<file path="src/rtl/imem_refill.sv">
// Instruction-cache line refill engine: fetches LINE_WORDS words from instruction memory per miss.
// Define IMEM_CRITICAL_WORD_FIRST_EN to start at the missed word and wrap within the line.
module imem_refill #(
   parameter int LINE_WORDS = 4,
   parameter int TIMEOUT    = 255
) (
   input  logic                          CLK,
   input  logic                          RESET,
   input  logic                          REQ,
   input  logic [31:0]                   ADDR,
   output logic [31:0]                   RDATA,
   output logic                          RVALID,
   output logic [$clog2(LINE_WORDS)-1:0] RIDX,
   output logic                          DONE,
   output logic                          ERR,
   output logic                          BUSY,
   output logic                          MREQ,
   output logic [31:0]                   MADDR,
   input  logic [31:0]                   MRDATA,
   input  logic                          MACK
);
   localparam int IW = $clog2(LINE_WORDS);
   localparam int CW = IW + 1;

   typedef enum logic [1:0] {IDLE, FETCH, FIN, ABORT} state_t;

   state_t          state, next_state;
   logic [29-IW:0]  line_base, next_base;
   logic [IW-1:0]   idx, next_idx, start_idx;
   logic [CW-1:0]   word_cnt, next_cnt;
   logic [7:0]      tmo_cnt, next_tmo;

   logic [31:0]     next_rdata, next_maddr;
   logic [IW-1:0]   next_ridx;
   logic            next_rvalid, next_done, next_err, next_busy, next_mreq;
   logic            unused_addr_bits;

`ifdef IMEM_CRITICAL_WORD_FIRST_EN
   assign start_idx = ADDR[IW+1:2];
`else
   assign start_idx = '0;
`endif

   assign unused_addr_bits = ^ADDR[IW+1:0];

   always_ff @(posedge CLK) begin
      if (RESET) begin
         state     <= IDLE;
         line_base <= '0;
         idx       <= '0;
         word_cnt  <= '0;
         tmo_cnt   <= '0;
         RDATA     <= '0;
         RVALID    <= 1'b0;
         RIDX      <= '0;
         DONE      <= 1'b0;
         ERR       <= 1'b0;
         BUSY      <= 1'b0;
         MREQ      <= 1'b0;
         MADDR     <= '0;
      end else begin
         state     <= next_state;
         line_base <= next_base;
         idx       <= next_idx;
         word_cnt  <= next_cnt;
         tmo_cnt   <= next_tmo;
         RDATA     <= next_rdata;
         RVALID    <= next_rvalid;
         RIDX      <= next_ridx;
         DONE      <= next_done;
         ERR       <= next_err;
         BUSY      <= next_busy;
         MREQ      <= next_mreq;
         MADDR     <= next_maddr;
      end
   end

   // Outputs are computed from the next state so every port comes straight from a flop.
   always_comb begin
      next_state  = state;
      next_base   = line_base;
      next_idx    = idx;
      next_cnt    = word_cnt;
      next_tmo    = tmo_cnt;
      next_rdata  = RDATA;
      next_ridx   = RIDX;
      next_rvalid = 1'b0;
      next_done   = 1'b0;
      next_err    = 1'b0;

      case (state)
         IDLE: begin
            if (REQ) begin
               next_base  = ADDR[31:IW+2];
               next_idx   = start_idx;
               next_cnt   = '0;
               next_tmo   = '0;
               next_state = FETCH;
            end
         end
         FETCH: begin
            if (MACK) begin
               next_rvalid = 1'b1;
               next_rdata  = MRDATA;
               next_ridx   = idx;
               next_idx    = idx + IW'(1);
               next_cnt    = word_cnt + CW'(1);
               next_tmo    = '0;
               if (word_cnt == CW'(LINE_WORDS - 1))
                  next_state = FIN;
            end else if (tmo_cnt == 8'(TIMEOUT - 1)) begin
               next_tmo   = '0;
               next_state = ABORT;
            end else begin
               next_tmo = tmo_cnt + 8'd1;
            end
         end
         FIN: begin
            next_done  = 1'b1;
            next_state = IDLE;
         end
         ABORT: begin
            next_err   = 1'b1;
            next_state = IDLE;
         end
         default: next_state = IDLE;
      endcase

      // Index arithmetic is confined to IW bits, so the address can never leave the line.
      next_mreq  = (next_state == FETCH);
      next_busy  = (next_state != IDLE);
      next_maddr = next_mreq ? {next_base, next_idx, 2'b00} : 32'h0;
   end
endmodule

</file>
<file path="config.mk">
export PLATFORM = sky130hd
export DESIGN_NAME = imem_refill
export DESIGN_NICKNAME = d
export VERILOG_FILES = /design/src/rtl/imem_refill.sv
export SDC_FILE = /design/constraint.sdc
export NUM_CORES = 1
export LEC_CHECK = 0
export CORE_ASPECT_RATIO = 1.4
export CORE_MARGIN = 2
export CORE_UTILIZATION = 35
export CTS_BUF_LIST = sky130_fd_sc_hd__clkbuf_8
export CTS_CLUSTER_DIAMETER = 80
export DETAILED_ROUTE_END_ITERATION = 8
export PLACE_DENSITY = 0.64
export SKIP_CTS_REPAIR_TIMING = 1
export SLEW_MARGIN = 10
export SYNTH_ARGS = -nofsm -noshare
export SYNTH_HDL_FRONTEND = slang
export SYNTH_SLANG_ARGS = --single-unit
</file>
<file path="constraint.sdc">
create_clock -name CLK -period 2.2 [get_ports CLK]
set_clock_uncertainty 0.15 [all_clocks]
set_input_delay 0.44 -clock CLK [delete_from_list [all_inputs] [get_ports CLK]]
set_output_delay 0.44 -clock CLK [all_outputs]
set_load 0.02 [all_outputs]
</file>
==> impl_metrics.json <==
{
  "grt_setup_unrepaired": "no",
  "ys_ff_latch": 112,
  "ant_nets": 0,
  "r2r_slack_ns": 0.32,
  "clockRootBuffer": "clkbuf_8",
  "whs_ns": 0.2508,
  "routed_via_density": 4.501,
  "worstPathCellList": "clkdlybuf4s50_1",
  "htreeDepth": 3,
  "area_delta_synth_final_pct": 45.12,
  "fmax_ghz": 0.5156,
  "io_pins": 139,
  "synth_area_mm2": 0.003771,
  "dieArea_mm2": 0.01163,
  "drc": 0,
  "path_max_fanout": 2,
  "drv_cap": 0,
  "critPathRequiredTime_ns": 1.61,
  "layout-drive-gt1-share": 0.06877,
  "yosys.area.top_type": "dfxtp_1",
  "status": "finished, final reports clean",
  "synthCells": 401,
  "endpoint": "RIDX[0]",
  "startpoint_type": "flop",
  "p_per_area_mw_per_mm2": 703.1,
  "synth_cell_type_count": 37,
  "fin_crit_sh": 0.8816,
  "regToRegStartpoint": "tmo_cnt[0]",
  "cts_made_buffers": 9,
  "coreArea_mm2": 0.01046,
  "avgSynthCellArea_um2": 9.404,
  "synth_top_area_frac": 0.5946,
  "critical_path.startpoint": "RIDX[0]",
  "yosys-top-cells-area": "dfxtp_1, mux2i_1, nand2_1, nor2_1, a21oi_1",
  "grt.total_usage": 0.1471,
  "worstSkewPairLatency_ns": 0.36,
  "drtPass1Iterations": 4,
  "reg2regPathDepth": 6,
  "post_drt_wl_per_cell_um": 12.65,
  "clockBufferDepth": 2,
  "num_antenna_cells": 0,
  "cts.sinks": 112,
  "cp_top_family": "buffers and inverters",
  "first_global_vias": 2938,
  "die_w_um": 91.73,
  "port_buffers": 132,
  "layout_commonest_cell": "clkdlybuf4s50_1",
  "cp_num_buf_inv": 1,
  "timing.rr.end": "tmo_cnt[7]",
  "critical_path_cell_count": 1,
  "grt_overflow": 0,
  "start_util": 0.3605,
  "power_mw": 3.848,
  "finalSetupViolations": 0,
  "layout_common_cells": "clkdlybuf4s50_1, dfxtp_1, nand2_1",
  "yosysWarnings": 0,
  "max-vdd-ir-drop_mv": 0.3959,
  "rows": 44,
  "antenna_found_initial": 0,
  "worstHoldPathType": "input pin to flop",
  "num-fill-cells": 976,
  "worstSetupPathType": "flop to primary output",
  "cts_tree": "done",
  "dp_hpwl_mm": 6.080,
  "crit_slowest_cell": "clkdlybuf4s50_1",
  "hold_viol_final": 0,
  "seq_area_frac_synth": 0.5946,
  "grt_max_degree": 33,
  "dr.first_iter.drc_count": 93,
  "clk_pin_slew_ns": 0.11,
  "timing.final.max_slew_violations": 0,
  "grt_pass1_wl_mm": 13.95,
  "die_h_um": 126.8,
  "fin_crit_ns": 1.940,
  "max_stage_delay_ns": 0.63,
  "gp_congestion": 0.7415,
  "worstPathArrival_ns": 1.35,
  "wirelength_mm": 8.550,
  "finalNetCount": 605,
  "num_vias": 3043,
  "p_leak_nw": 2.085,
  "crit_path_end_kind": "primary output",
  "setup_tns_ns": 0
}
through the flow:
stage | std cells | util | setup WS, ns | cell area [um^2]
finish | 676 | 0.5232 | 0.2605 | 5473
global route | 676 | 0.5232 | 0.1585 | 5473
CTS | 676 | 0.5232 | 0.2380 | 5473
detailed placement | 660 | 0.5054 | 0.02051 | 5286
global placement | 660 | 0.5054 | 0.04940 | 5286
floorplan | 402 | - | 0.4913 | 3775
worst min path at each step:
| stage | startpoint | end | slack (ns) | cells after the start |
|---|---|---|---|---|
| after floorplan | tmo_cnt[7] | tmo_cnt[7] | 0.28 | 1 |
| after global placement | RDATA[15] | RDATA[15] | 0.29 | 2 |
| after detailed placement | RDATA[15] | RDATA[15] | 0.30 | 2 |
| after CTS | RESET | line_base[26] | 0.24 | 2 |
| after global routing | RESET | line_base[26] | 0.25 | 2 |
| final | RESET | line_base[26] | 0.25 | 2 |
per-layer routing:
metal / part of all wire / vias to the layer above / global-route usage
met5: 0 / - / 0
met4: 0.011 / 0 / 0.04214
met3: 0.074 / 7 / 0.05226
met2: 0.48 / 88 / 0.2582
met1: 0.43 / 1381 / 0.1682
li1: - / 1567 / -
synth_stat cells:
cell type / instances
inv_1: 5
buf_1: 4
a211oi_4: 1
and3_1: 3
nand3_1: 3
nor3b_1: 2
a311oi_2: 1
nor3_1: 1
mux2_2: 1
nor2b_1: 2
o21ai_0: 1
a211oi_1: 1
o21ai_1: 2
or3b_4: 1
and4_1: 1
ha_1: 4
nor4bb_1: 1
buf_2: 7
a21oi_1: 41
o2bb2ai_1: 1
buf_4: 5
a41oi_1: 1
a22o_1: 1
clkbuf_1: 9
nand3b_1: 1
nor2_1: 72
nand2b_1: 3
conb_1: 1
dfxtp_1: 112
a31oi_1: 4
and3b_1: 2
xnor2_1: 1
mux2i_1: 29
inv_2: 1
nand2_1: 73
a22oi_1: 2
o21bai_1: 1
final cells by class:
cell class | count | area (um^2) | area share
flip-flops and latches | 112 | 2242 | 0.4097
repair buffers | 145 | 1451 | 0.2652
multi-input cells | 259 | 1398 | 0.2554
well taps | 138 | 172.7 | 0.03155
clock buffers | 10 | 137.6 | 0.02515
clock inverters | 6 | 48.80 | 0.008916
inverters | 6 | 22.52 | 0.004115
state kept, by name, indices dropped and copies added (netlist names):
signal     cells
DONE           1
BUSY           1
line_base     28
idx            2
word_cnt       3
ERR            1
RDATA         32
RIDX           2
MADDR         30
tmo_cnt        8
RVALID         1
MREQ           1
state          2
power by group:
group	switching [mW]	internal, mW	total, mW
registers	0.0295	2.12	2.14
clock network	0.714	0.458	1.17
logic	0.255	0.276	0.531
total	0.998	2.85	3.85
logic make-up (layout without fill, tap and decap cells):
group / after synthesis / after routing / synth area share
DFF: 112 / 112 / 0.5946
AOI/OAI and AO/OA: 57 / 57 / 0.08925
xor gates and xnor gates: 1 / 1 / 0.002323
buffers and inverters: 31 / 167 / 0.03815
other: 1 / 2 / 0.0009944
muxes: 30 / 30 / 0.07996
adders and majority gates: 4 / 4 / 0.01327
and+or+nand+nor: 165 / 165 / 0.1815
Power figures use the tool's default switching activity.
